$ cat config.mk
export PLATFORM = sky130hd
export DESIGN_NAME = apb_req_arbiter
export DESIGN_NICKNAME = d
export VERILOG_FILES = /design/src/rtl/apb_req_arbiter.sv
export SDC_FILE = /design/constraint.sdc
export NUM_CORES = 1
export LEC_CHECK = 0
export CORE_MARGIN = 5
export CORE_UTILIZATION = 30
export CTS_BUF_LIST = sky130_fd_sc_hd__clkbuf_16
export DETAILED_ROUTE_END_ITERATION = 8
export PLACE_DENSITY = 0.74
export SETUP_SLACK_MARGIN = 0.2
export SLEW_MARGIN = 10
export SYNTH_ARGS = -nofsm -noshare
export SYNTH_HDL_FRONTEND = slang
export SYNTH_SLANG_ARGS = --single-unit
$ cat constraint.sdc
create_clock -name clk -period 1.71 [get_ports clk]
set_input_delay 0.342 -clock clk [delete_from_list [all_inputs] [get_ports clk]]
set_output_delay 0.342 -clock clk [all_outputs]
set_load 0.01 [all_outputs]
$ cat src/rtl/apb_req_arbiter.sv
// Two-port round-robin arbiter in front of a single APB master wr/rd request interface.
// Optional build macro APB_ARB_TIMEOUT_EN adds a WAIT-state abort after TIMEOUT_CYCLES.
module apb_req_arbiter #(
    parameter int ADDR_W         = 9,
    parameter int DATA_W         = 16,
    parameter int TIMEOUT_CYCLES = 64
) (
    input  logic              clk,
    input  logic              nreset,
    input  logic [1:0]        rq_en,
    input  logic [1:0]        rq_write,
    input  logic [ADDR_W-1:0] rq_addr0,
    input  logic [ADDR_W-1:0] rq_addr1,
    input  logic [DATA_W-1:0] rq_wdata0,
    input  logic [DATA_W-1:0] rq_wdata1,
    output logic [1:0]        rq_done,
    output logic [DATA_W-1:0] rq_rdata,
    output logic              rq_err,
    output logic              wr_en,
    output logic [ADDR_W-1:0] wr_addr,
    output logic [DATA_W-1:0] wr_data,
    input  logic              wr_done,
    output logic              rd_en,
    output logic [ADDR_W-1:0] rd_addr,
    input  logic [DATA_W-1:0] rd_data,
    input  logic              rd_done,
    output logic              grant_id,
    output logic              busy
);

    typedef enum logic [1:0] {
        S_IDLE  = 2'd0,
        S_ISSUE = 2'd1,
        S_WAIT  = 2'd2,
        S_RESP  = 2'd3
    } state_t;

    if (TIMEOUT_CYCLES < 2) begin : g_bad_timeout
        $error("TIMEOUT_CYCLES must be at least 2");
    end

    state_t            state_q, state_d;
    logic              last_q, last_d;
    logic              grant_q, grant_d;
    logic              write_q, write_d;
    logic [ADDR_W-1:0] addr_q, addr_d;
    logic [DATA_W-1:0] wdata_q, wdata_d;
    logic              wr_en_q, wr_en_d;
    logic              rd_en_q, rd_en_d;
    logic [1:0]        done_q, done_d;
    logic [DATA_W-1:0] rdata_q, rdata_d;
    logic              err_q, err_d;
    logic              busy_q, busy_d;
    logic              winner;
    logic              match_done;

`ifdef APB_ARB_TIMEOUT_EN
    localparam int CNT_W = $clog2(TIMEOUT_CYCLES + 1);
    logic [CNT_W-1:0] cnt_q, cnt_d;
`endif

    // With both ports asking, the one that did not win last time takes it.
    assign winner     = (&rq_en) ? ~last_q : rq_en[1];
    assign match_done = write_q ? wr_done : rd_done;

    always_comb begin
        state_d = state_q;
        last_d  = last_q;
        grant_d = grant_q;
        write_d = write_q;
        addr_d  = addr_q;
        wdata_d = wdata_q;
        wr_en_d = wr_en_q;
        rd_en_d = rd_en_q;
        done_d  = 2'b00;
        rdata_d = rdata_q;
        err_d   = 1'b0;
        busy_d  = busy_q;
`ifdef APB_ARB_TIMEOUT_EN
        cnt_d   = cnt_q;
`endif
        case (state_q)
            S_IDLE: begin
                if (|rq_en) begin
                    grant_d = winner;
                    last_d  = winner;
                    write_d = rq_write[winner];
                    addr_d  = winner ? rq_addr1 : rq_addr0;
                    wdata_d = winner ? rq_wdata1 : rq_wdata0;
                    busy_d  = 1'b1;
                    state_d = S_ISSUE;
                end
            end
            S_ISSUE: begin
                wr_en_d = write_q;
                rd_en_d = ~write_q;
                state_d = S_WAIT;
`ifdef APB_ARB_TIMEOUT_EN
                cnt_d   = '0;
`endif
            end
            S_WAIT: begin
                if (match_done) begin
                    wr_en_d = 1'b0;
                    rd_en_d = 1'b0;
                    if (!write_q) begin
                        rdata_d = rd_data;
                    end
                    done_d  = grant_q ? 2'b10 : 2'b01;
                    state_d = S_RESP;
                end
`ifdef APB_ARB_TIMEOUT_EN
                else if (cnt_q == CNT_W'(TIMEOUT_CYCLES - 1)) begin
                    wr_en_d = 1'b0;
                    rd_en_d = 1'b0;
                    rdata_d = DATA_W'(16'hDEAD);
                    err_d   = 1'b1;
                    done_d  = grant_q ? 2'b10 : 2'b01;
                    state_d = S_RESP;
                end else begin
                    cnt_d = cnt_q + 1'b1;
                end
`endif
            end
            S_RESP: begin
                busy_d  = 1'b0;
                state_d = S_IDLE;
            end
            default: begin
                state_d = S_IDLE;
            end
        endcase
    end

    always_ff @(posedge clk) begin
        if (!nreset) begin
            state_q <= S_IDLE;
            last_q  <= 1'b1;
            grant_q <= 1'b0;
            write_q <= 1'b0;
            addr_q  <= '0;
            wdata_q <= '0;
            wr_en_q <= 1'b0;
            rd_en_q <= 1'b0;
            done_q  <= 2'b00;
            rdata_q <= '0;
            err_q   <= 1'b0;
            busy_q  <= 1'b0;
`ifdef APB_ARB_TIMEOUT_EN
            cnt_q   <= '0;
`endif
        end else begin
            state_q <= state_d;
            last_q  <= last_d;
            grant_q <= grant_d;
            write_q <= write_d;
            addr_q  <= addr_d;
            wdata_q <= wdata_d;
            wr_en_q <= wr_en_d;
            rd_en_q <= rd_en_d;
            done_q  <= done_d;
            rdata_q <= rdata_d;
            err_q   <= err_d;
            busy_q  <= busy_d;
`ifdef APB_ARB_TIMEOUT_EN
            cnt_q   <= cnt_d;
`endif
        end
    end

    assign rq_done  = done_q;
    assign rq_rdata = rdata_q;
`ifdef APB_ARB_TIMEOUT_EN
    assign rq_err   = err_q;
`else
    assign rq_err   = 1'b0;
`endif
    assign wr_en    = wr_en_q;
    assign wr_addr  = addr_q;
    assign wr_data  = wdata_q;
    assign rd_en    = rd_en_q;
    assign rd_addr  = addr_q;
    assign grant_id = grant_q;
    assign busy     = busy_q;

`ifndef APB_ARB_TIMEOUT_EN
    logic unused_err;
    assign unused_err = err_q;
`endif

endmodule
==> impl_metrics.json, run 1 <==
{
  "p_comb_frac": 0.413,
  "yosysSeqAreaShare": 0.4506,
  "layout_commonest_cell": "clkdlybuf4s50_1",
  "cts_hold_buf": 0,
  "grt_overflow": 0,
  "slowest_delay_ns": 0.54,
  "pre_cts_ws_ns": -0.05578,
  "finalHoldViolations": 0,
  "final_cell_mix": "74 x clkdlybuf4s50_1, 49 x dfxtp_1, 41 x dlygate4sd2_1, 39 x nand2_1",
  "antenna_cells": 0,
  "drive_gt1_frac": 0.07397,
  "swShare": 0.3324,
  "antenna_found_initial": 0,
  "port_buffers": 129,
  "ys_warn_count": 0,
  "place_area_um2": 3596,
  "synth_flop_cell": "dfxtp_1",
  "grt_max_degree": 53,
  "cts_buffers": 5,
  "row_count": 31,
  "postRouteAntennaNets": 0,
  "grt_pass1_vias": 2092,
  "crit_type": "register to primary output",
  "totalWireLength_um": 6672,
  "status": "completed",
  "cts_tree": "yes",
  "cp.arrival_ns": 1.14,
  "period_needed_ns": 1.481,
  "min_delay_path_depth": 2,
  "post_cts_buffers": 0,
  "fmax_ghz": 0.6753,
  "dieArea_um2": 9392,
  "worst_setup_path_start_kind": "register",
  "crit_path_cell_trace": "clkdlybuf4s50_1",
  "grt_pass1_wl_um": 10250,
  "syn_avg_cell_area_um2": 9.287,
  "clkLatencyLatePin_ns": 0.29,
  "internal_power_uw": 3184,
  "core-area_um2": 7292,
  "power_density_nw_per_um2": 1255,
  "synth_nets": 323,
  "viasPerCell": 4.573,
  "drc": 0,
  "synth-seq-cells": 51,
  "clkSinkCount": 51,
  "worst_r2r_path_depth": 6,
  "p_switching_uw": 1586,
  "vdd_drop_max_uv": 513.7,
  "clock_power_share": 0.234,
  "setup_ws_ns": 0.2293,
  "gp_congestion": 0.7744,
  "p_leak_uw": 0.001819,
  "worst-path-buf-inv": 1,
  "fillers": 719,
  "start_util": 0.3107,
  "track_usage": 0.1316,
  "crit_path_max_fanout": 1,
  "cp.depth": 1,
  "htreeDepth": 2,
  "vias": 2122,
  "areaGrowthSynthToFinish_pct": 67.75,
  "synth_enable_flop_cells": 0,
  "cap_violations": 0,
  "fp.dieW_um": 96.91,
  "netlist_area_um2": 2266,
  "crit_required_ns": 1.37,
  "rsz0062_at_grt": "no",
  "hold_class": "register to register",
  "finalSetupViolations": 0,
  "drv_slew": 0,
  "stdcell_area_um2": 3801,
  "dieHeight_um": 96.91,
  "clock_skew_ns": 0.003323,
  "hpwl_um": 4922,
  "nNetsFinal": 443,
  "critPathTopFamily": "buffers and inverters",
  "period_share": 0.8659,
  "crit_slowest_cell": "clkdlybuf4s50_1",
  "drtIter0Drc": 32,
  "detail_route.wl_per_cell_um": 14.38,
  "crit_path_end_kind": "primary output",
  "pwr-share-seq": 0.352,
  "cts_buffer_depth": 2,
  "syn_inst": 244,
  "cts_root_buf": "clkbuf_16",
  "path_clk_slew_ns": 0.07,
  "synthArstFlopShare": 0,
  "io_pins": 131,
  "first_pass_iters": 4,
  "synth.distinct_cells": 29
}
==> final timing paths <==
check	endpoint	from	slack (ns)
max	rq_done[0]	rq_done[0]	0.23
min	rq_rdata[8]	rq_rdata[8]	0.45
max reg2reg	state_q[0]	state_q[0]	0.28
min reg2reg	rq_rdata[8]	rq_rdata[8]	0.45
==> power groups by stage <==
| stage | clock, uW | sequential [uW] | combinational (uW) |
|---|---|---|---|
| after CTS | 1160 | 1680 | 1880 |
| after global routing | 1210 | 1730 | 2150 |
| after detailed placement | 0 | 1720 | 2060 |
| after global placement | 0 | 1710 | 2010 |
| final | 1120 | 1680 | 1970 |
| after floorplan | 0 | 1820 | 970 |
==> cells by family after synthesis <==
family | after synthesis | synth area share
compound gates | 80 | 0.2082
flops | 51 | 0.4506
simple gates | 47 | 0.08780
buf+inv | 32 | 0.1005
mux | 28 | 0.1237
fa+ha+maj | 5 | 0.02761
other cells | 1 | 0.001655
==> stage by stage <==
step	TNS (ns)	hold WS, ns	total power (uW)	instances	util
2_1_floorplan	0	0.4677	2785	244	-
3_3_place_gp	-0.03270	0.4406	3721	455	0.4931
3_5_place_dp	-0.1640	0.4456	3781	455	0.4931
4_1_cts	0	0.4547	4717	463	0.5106
5_1_grt	0	0.4675	5091	464	0.5213
6_report	0	0.4471	4770	464	0.5213
==> state kept, by name, summed over array words and instances, names as in the netlist <==
| name | flops |
|---|---|
| busy | 1 |
| grant_id | 1 |
| last_q | 1 |
| rd_addr | 9 |
| rd_en | 1 |
| rq_done | 2 |
| rq_rdata | 16 |
| state_q | 2 |
| wr_data | 16 |
| wr_en | 1 |
| write_q | 1 |
==> metal layers <==
metal | vias to the layer above | track usage | routed length, um
li1 | 1065 | - | -
met1 | 955 | 0.1497 | 2883
met2 | 95 | 0.2187 | 3119
met3 | 7 | 0.06691 | 603
met4 | 0 | 0.03240 | 66
met5 | - | 0 | 0
==> synth_stat cells (4+ instances only) <==
cell type	n	area share
buf_4	12	0.040
inv_1	4	0.0066
clkbuf_1	6	0.0099
a21oi_1	29	0.064
mux2i_1	28	0.12
nand2_1	39	0.065
buf_2	4	0.0088
o21ai_0	27	0.060
a21boi_1	11	0.036
a21boi_0	6	0.020
dfxtp_1	51	0.45
ha_1	5	0.028
==> timing repair <==
item                                   4_1_cts  5_1_grt
cloned                                       0        1
gates resized for setup                     44       19
endpoints found under the hold margin        0        0
setup endpoints to repair                   45       41
==> cell type report <==
type / instances / area [um2] / area share
Tap cell: 99 / 123.9 / 0.03259
Sequential cell: 51 / 1023 / 0.2693
Clock inverter: 3 / 42.54 / 0.01119
Timing Repair Buffer: 141 / 1420 / 0.3736
Inverter: 4 / 15.01 / 0.003950
Multi-Input combinational cell: 161 / 1051 / 0.2765
Clock buffer: 5 / 125.1 / 0.03292
Power figures use the tool's default switching activity.
==> run 2, diff against run 1 <==
Settings changed: HOLD_SLACK_MARGIN set to 0.06, TNS_END_PERCENT set to 1.
Clock period 1.71 ns to 1.8 ns, I/O delays scaled along.
==> run 2 against run 1 <==
Effect of this change:
- count of clock-buffer cells in the layout unchanged
- critical path depth unchanged
- combinational power decreased by 3%
- sequential power decreased by 5%
- routed wire length decreased by 5.3%
- cell count decreased by 0.86%
- total power decreased by 7.2%
- non-clock buffer count decreased by 4
- sequential share of layout area increased by 0.51 points
- via count decreased by 0.61%
- worst hold slack improved by 0.0046 ns
- register-to-register slack improved by 0.06 ns
==> impl_metrics.json, run 2 (synthesis results as in run 1) <==
{
  "status": "completed",
  "worst_setup_path_start_kind": "register",
  "highest-signal-layer": "met4",
  "postRouteAntennaNets": 0,
  "io_pins": 131,
  "crit_path_end_kind": "primary output",
  "cts_tree": "yes",
  "setup_ws_ns": 0.2331,
  "antenna_cells": 0,
  "crit_type": "register to primary output",
  "hold_class": "register to register",
  "drc": 0,
  "drv_slew": 0,
  "clkLatencyLatePin_ns": 0.28,
  "period_share": 0.8705,
  "cp.arrival_ns": 1.21,
  "detail_route.wl_per_cell_um": 13.74,
  "crit_path_cell_trace": "clkdlybuf4s50_1",
  "grt_overflow": 0,
  "crit_slowest_cell": "clkdlybuf4s50_1",
  "grt_max_degree": 53,
  "final_cell_mix": "128 x clkdlybuf4s50_1, 51 x dfxtp_1, 39 x nand2_1, 28 x mux2i_1, 28 x a21oi_1",
  "grt_pass1_wl_um": 10440,
  "viasPerCell": 4.585,
  "row_count": 31,
  "finalSetupViolations": 0,
  "htreeDepth": 2,
  "start_util": 0.3107,
  "finalHoldViolations": 0,
  "post_cts_buffers": 0,
  "cap_violations": 0,
  "hpwl_um": 4855,
  "clock_power_share": 0.203,
  "vias": 2109,
  "gp_congestion": 0.7636,
  "vdd_drop_max_uv": 622.4,
  "cp.depth": 1,
  "layout_commonest_cell": "clkdlybuf4s50_1",
  "slowest_delay_ns": 0.56,
  "first_pass_iters": 3,
  "cts_buffer_depth": 2,
  "power_uw": 4425,
  "p_switching_uw": 1439,
  "critPathTopFamily": "buffers and inverters",
  "fp.dieW_um": 96.91,
  "fmax_ghz": 0.6382,
  "grt_pass1_vias": 2165,
  "min_delay_path_depth": 2,
  "dieArea_um2": 9392,
  "stdcell_area_um2": 3721,
  "swShare": 0.3252,
  "p_comb_frac": 0.434,
  "dieHeight_um": 96.91,
  "port_buffers": 129,
  "worst-path-buf-inv": 1,
  "worst_r2r_path_depth": 6,
  "pwr-share-seq": 0.362,
  "routed-wl-met2_um": 2940,
  "antenna_found_initial": 0,
  "clock_skew_ns": 0.002211,
  "pre_cts_ws_ns": -0.008206,
  "finalSetupTns_ns": 0,
  "internal_power_uw": 2986,
  "cts_buffers": 5,
  "drtIter0Drc": 66,
  "nNetsFinal": 439,
  "clkSinkCount": 51,
  "areaGrowthSynthToFinish_pct": 64.22,
  "totalWireLength_um": 6319,
  "place_area_um2": 3573,
  "cts_root_buf": "clkbuf_16",
  "power_density_nw_per_um2": 1189,
  "crit_path_max_fanout": 3,
  "track_usage": 0.1324,
  "rsz0062_at_grt": "yes",
  "wl_met3_um": 590,
  "core-area_um2": 7292,
  "path_clk_slew_ns": 0.07,
  "period_needed_ns": 1.567,
  "p_leak_uw": 0.001373,
  "wl_met1_um": 2747,
  "drive_gt1_frac": 0.05263,
  "crit_required_ns": 1.44
}
==> run 2: cell types whose count changed in the layout (fill, tap and decap cells not counted), sizes merged <==
cell,change
dlymetal6s2s,-14
dlygate4sd2,-40
clkbuf,-1
buf,-3
clkdlybuf4s50,+54
inv,-1
clkinvlp,+1
bufinv,-1
clkinv,+1
==> run 2: timing repair <==
action	in CTS	in global routing
hold buffers	0	0
hold endpoints to repair	0	0
endpoints found under the setup margin	1	37
gates resized for setup	1	3
==> run 2: worst min-delay path, stage by stage, from the launching register on <==
cell and delay, ns:
dfxtp_1 0.31, nand2_1 0.05, a21boi_1 0.05
==> run 2: layout make-up <==
cell class              instances  area, um2
flip-flops and latches         51       1021
clock buffers                   5      125.1
well taps                      99      123.9
clock inverters                 3      15.01
repair buffers                137       1388
multi-input cells             161       1033
inverters                       4      15.01
fillers                       683       3571
==> run 2: power groups by stage <==
stage	combinational (uW)	sequential [uW]	clock (uW)
floorplan	921	1730	0
global placement	1890	1620	0
detailed placement	1940	1630	0
CTS	1940	1610	936
global route	2110	1650	981
finish	1920	1600	900
==> run 2: metrics by stage <==
step	hold WS, ns	util	cells
6_report	0.4517	0.5103	460
5_1_grt	0.4774	0.5103	460
4_1_cts	0.4555	0.5091	460
3_5_place_dp	0.4465	0.4900	452
3_3_place_gp	0.4406	0.4900	452
2_1_floorplan	0.4677	-	244
==> run 2: worst paths after layout <==
check | start | endpoint | slack (ns)
max | rd_addr[2] | wr_addr[2] | 0.23
min | rq_rdata[3] | rq_rdata[3] | 0.45
max reg2reg | state_q[0] | state_q[0] | 0.34
min reg2reg | rq_rdata[3] | rq_rdata[3] | 0.45
==> run 2: routing by layer <==
| metal | up-vias | global-route usage |
|---|---|---|
| met3 | 4 | 0.06475 |
| met5 | - | 0 |
| met2 | 89 | 0.2256 |
| li1 | 1062 | - |
| met4 | 0 | 0.02268 |
| met1 | 954 | 0.1518 |
==> run 3, diff against run 2 <==
Settings changed: CAP_MARGIN set to 30, PLACE_DENSITY 0.74 to 0.69.
==> run 3 against run 2 <==
Effect of this change:
- die area is the same
- worst hold slack gained 0.00064 ns
- routed wire length shrank 4.2%
- count of clock-buffer cells in the layout stayed put
- sequential share of layout area fell by 0.18 points
- non-clock buffer count is 2 higher
- maximum frequency decreased by 1.1%
- register-to-register slack got worse by 0.07 ns
- global-route usage down 0.40 points
- cell count is 0.43% higher
- critical path type unchanged
- critical endpoint is now rd_addr[0]
- largest power group unchanged
==> impl_metrics.json, run 3 (synthesis results as in run 1) <==
{
  "post_cts_buffers": 0,
  "period_needed_ns": 1.585,
  "crit_slowest_cell": "clkdlybuf4s50_1",
  "status": "completed",
  "regArea_um2": 1021,
  "grt_overflow": 0,
  "start_util": 0.3107,
  "final_cell_mix": "129 x clkdlybuf4s50_1, 51 x dfxtp_1, 39 x nand2_1, 29 x a21oi_1, 28 x mux2i_1",
  "cts_tree": "yes",
  "swShare": 0.3232,
  "crit_required_ns": 1.44,
  "drtIter0Drc": 52,
  "drc": 0,
  "cts_buffers": 5,
  "drv_slew": 0,
  "cap_violations": 0,
  "reg2reg_from": "state_q[0]",
  "critPathTopFamily": "buffers and inverters",
  "pwr-share-seq": 0.361,
  "multi_input_area_um2": 1028,
  "track_usage": 0.1285,
  "dieArea_um2": 9392,
  "path_clk_slew_ns": 0.07,
  "hold_class": "register to register",
  "grt_max_degree": 53,
  "viasPerCell": 4.509,
  "core-area_um2": 7292,
  "grt_pass1_wl_um": 10120,
  "layout_commonest_cell": "clkdlybuf4s50_1",
  "fillers": 702,
  "clock_power_share": 0.204,
  "totalWireLength_um": 6056,
  "p_leak_uw": 0.001390,
  "clkLatencyLatePin_ns": 0.29,
  "drive_gt1_frac": 0.05785,
  "power_density_nw_per_um2": 1189,
  "gp_congestion": 0.7430,
  "finalSetupViolations": 0,
  "fp.dieW_um": 96.91,
  "internal_power_uw": 3013,
  "row_count": 31,
  "antenna_found_initial": 0,
  "dieHeight_um": 96.91,
  "crit_type": "register to primary output",
  "p_switching_uw": 1439,
  "crit_path_end_kind": "primary output",
  "worst_setup_path_start_kind": "register",
  "worst-path-buf-inv": 1,
  "fmax_ghz": 0.6311,
  "crit_path_max_fanout": 3,
  "cts_buffer_depth": 2,
  "rsz0062_at_grt": "yes",
  "detail_route.wl_per_cell_um": 13.11,
  "p_comb_frac": 0.435,
  "crit_start": "rd_addr[0]",
  "min-delay-start": "rq_rdata[3]",
  "first_pass_iters": 4,
  "clock_skew_ns": 0.006505,
  "period_share": 0.8803,
  "io_pins": 131,
  "place_area_um2": 3601,
  "antenna_cells": 0,
  "areaGrowthSynthToFinish_pct": 65.32,
  "clkSinkCount": 51,
  "stdcell_area_um2": 3746,
  "cts_root_buf": "clkbuf_16",
  "vdd_drop_max_uv": 586.2,
  "finalHoldViolations": 0,
  "htreeDepth": 2,
  "grt_pass1_vias": 2062,
  "cp.arrival_ns": 1.22,
  "crit_path_cell_trace": "clkdlybuf4s50_1",
  "port_buffers": 129,
  "slowest_delay_ns": 0.57,
  "finalSetupTns_ns": 0,
  "postRouteAntennaNets": 0,
  "vias": 2083,
  "nNetsFinal": 441,
  "hpwl_um": 4630
}
[run 3: layer usage]
| metal | up-vias | wire (um) | global-route usage |
|---|---|---|---|
| li1 | 1071 | - | - |
| met4 | 0 | 111 | 0.03888 |
| met1 | 912 | 2624 | 0.1535 |
| met2 | 90 | 2779 | 0.2054 |
| met5 | - | 0 | 0 |
| met3 | 10 | 541 | 0.05971 |
[run 3: layout make-up]
| type | instances | share of cell area |
|---|---|---|
| timing repair buffer | 139 | 0.3781 |
| multi-input combinational | 161 | 0.2746 |
| clock inverter | 3 | 0.004342 |
| clock buffer | 5 | 0.03340 |
| sequential | 51 | 0.2725 |
| inverter | 4 | 0.004008 |
| tap | 99 | 0.03307 |
[run 3: per-stage QoR]
step | setup slack (ns) | cells | hold slack (ns) | util | power (uW)
floorplan | 0.3722 | 244 | 0.4677 | - | 2646
finish | 0.2155 | 462 | 0.4524 | 0.5137 | 4453
detailed placement | 0.02557 | 454 | 0.4450 | 0.4938 | 3582
global placement | 0.06763 | 454 | 0.4410 | 0.4938 | 3547
global route | 0.1514 | 462 | 0.4800 | 0.5137 | 4772
CTS | 0.2066 | 462 | 0.4541 | 0.5132 | 4508
[run 3: repair_timing]
| action | CTS | global route |
|---|---|---|
| endpoints found under the setup margin | 0 | 40 |
| gates resized for setup | 0 | 2 |
| hold buffers | 0 | 0 |
[run 3: final timing paths]
| kind | slack, ns | endpoint | depth (start not counted) |
|---|---|---|---|
| worst max-delay path | 0.22 | rd_addr[0] | 1 |
| worst min-delay path | 0.45 | rq_rdata[3] | 2 |
| worst max register to register | 0.27 | state_q[1] | 6 |
| worst min register to register | 0.45 | rq_rdata[3] | 2 |
[run 3: power groups by stage]
stage	Clock (uW)	Sequential, uW	Combinational [uW]
finish	908	1610	1940
floorplan	0	1730	921
global placement	0	1630	1920
CTS	939	1610	1960
global route	994	1650	2120
detailed placement	0	1630	1950
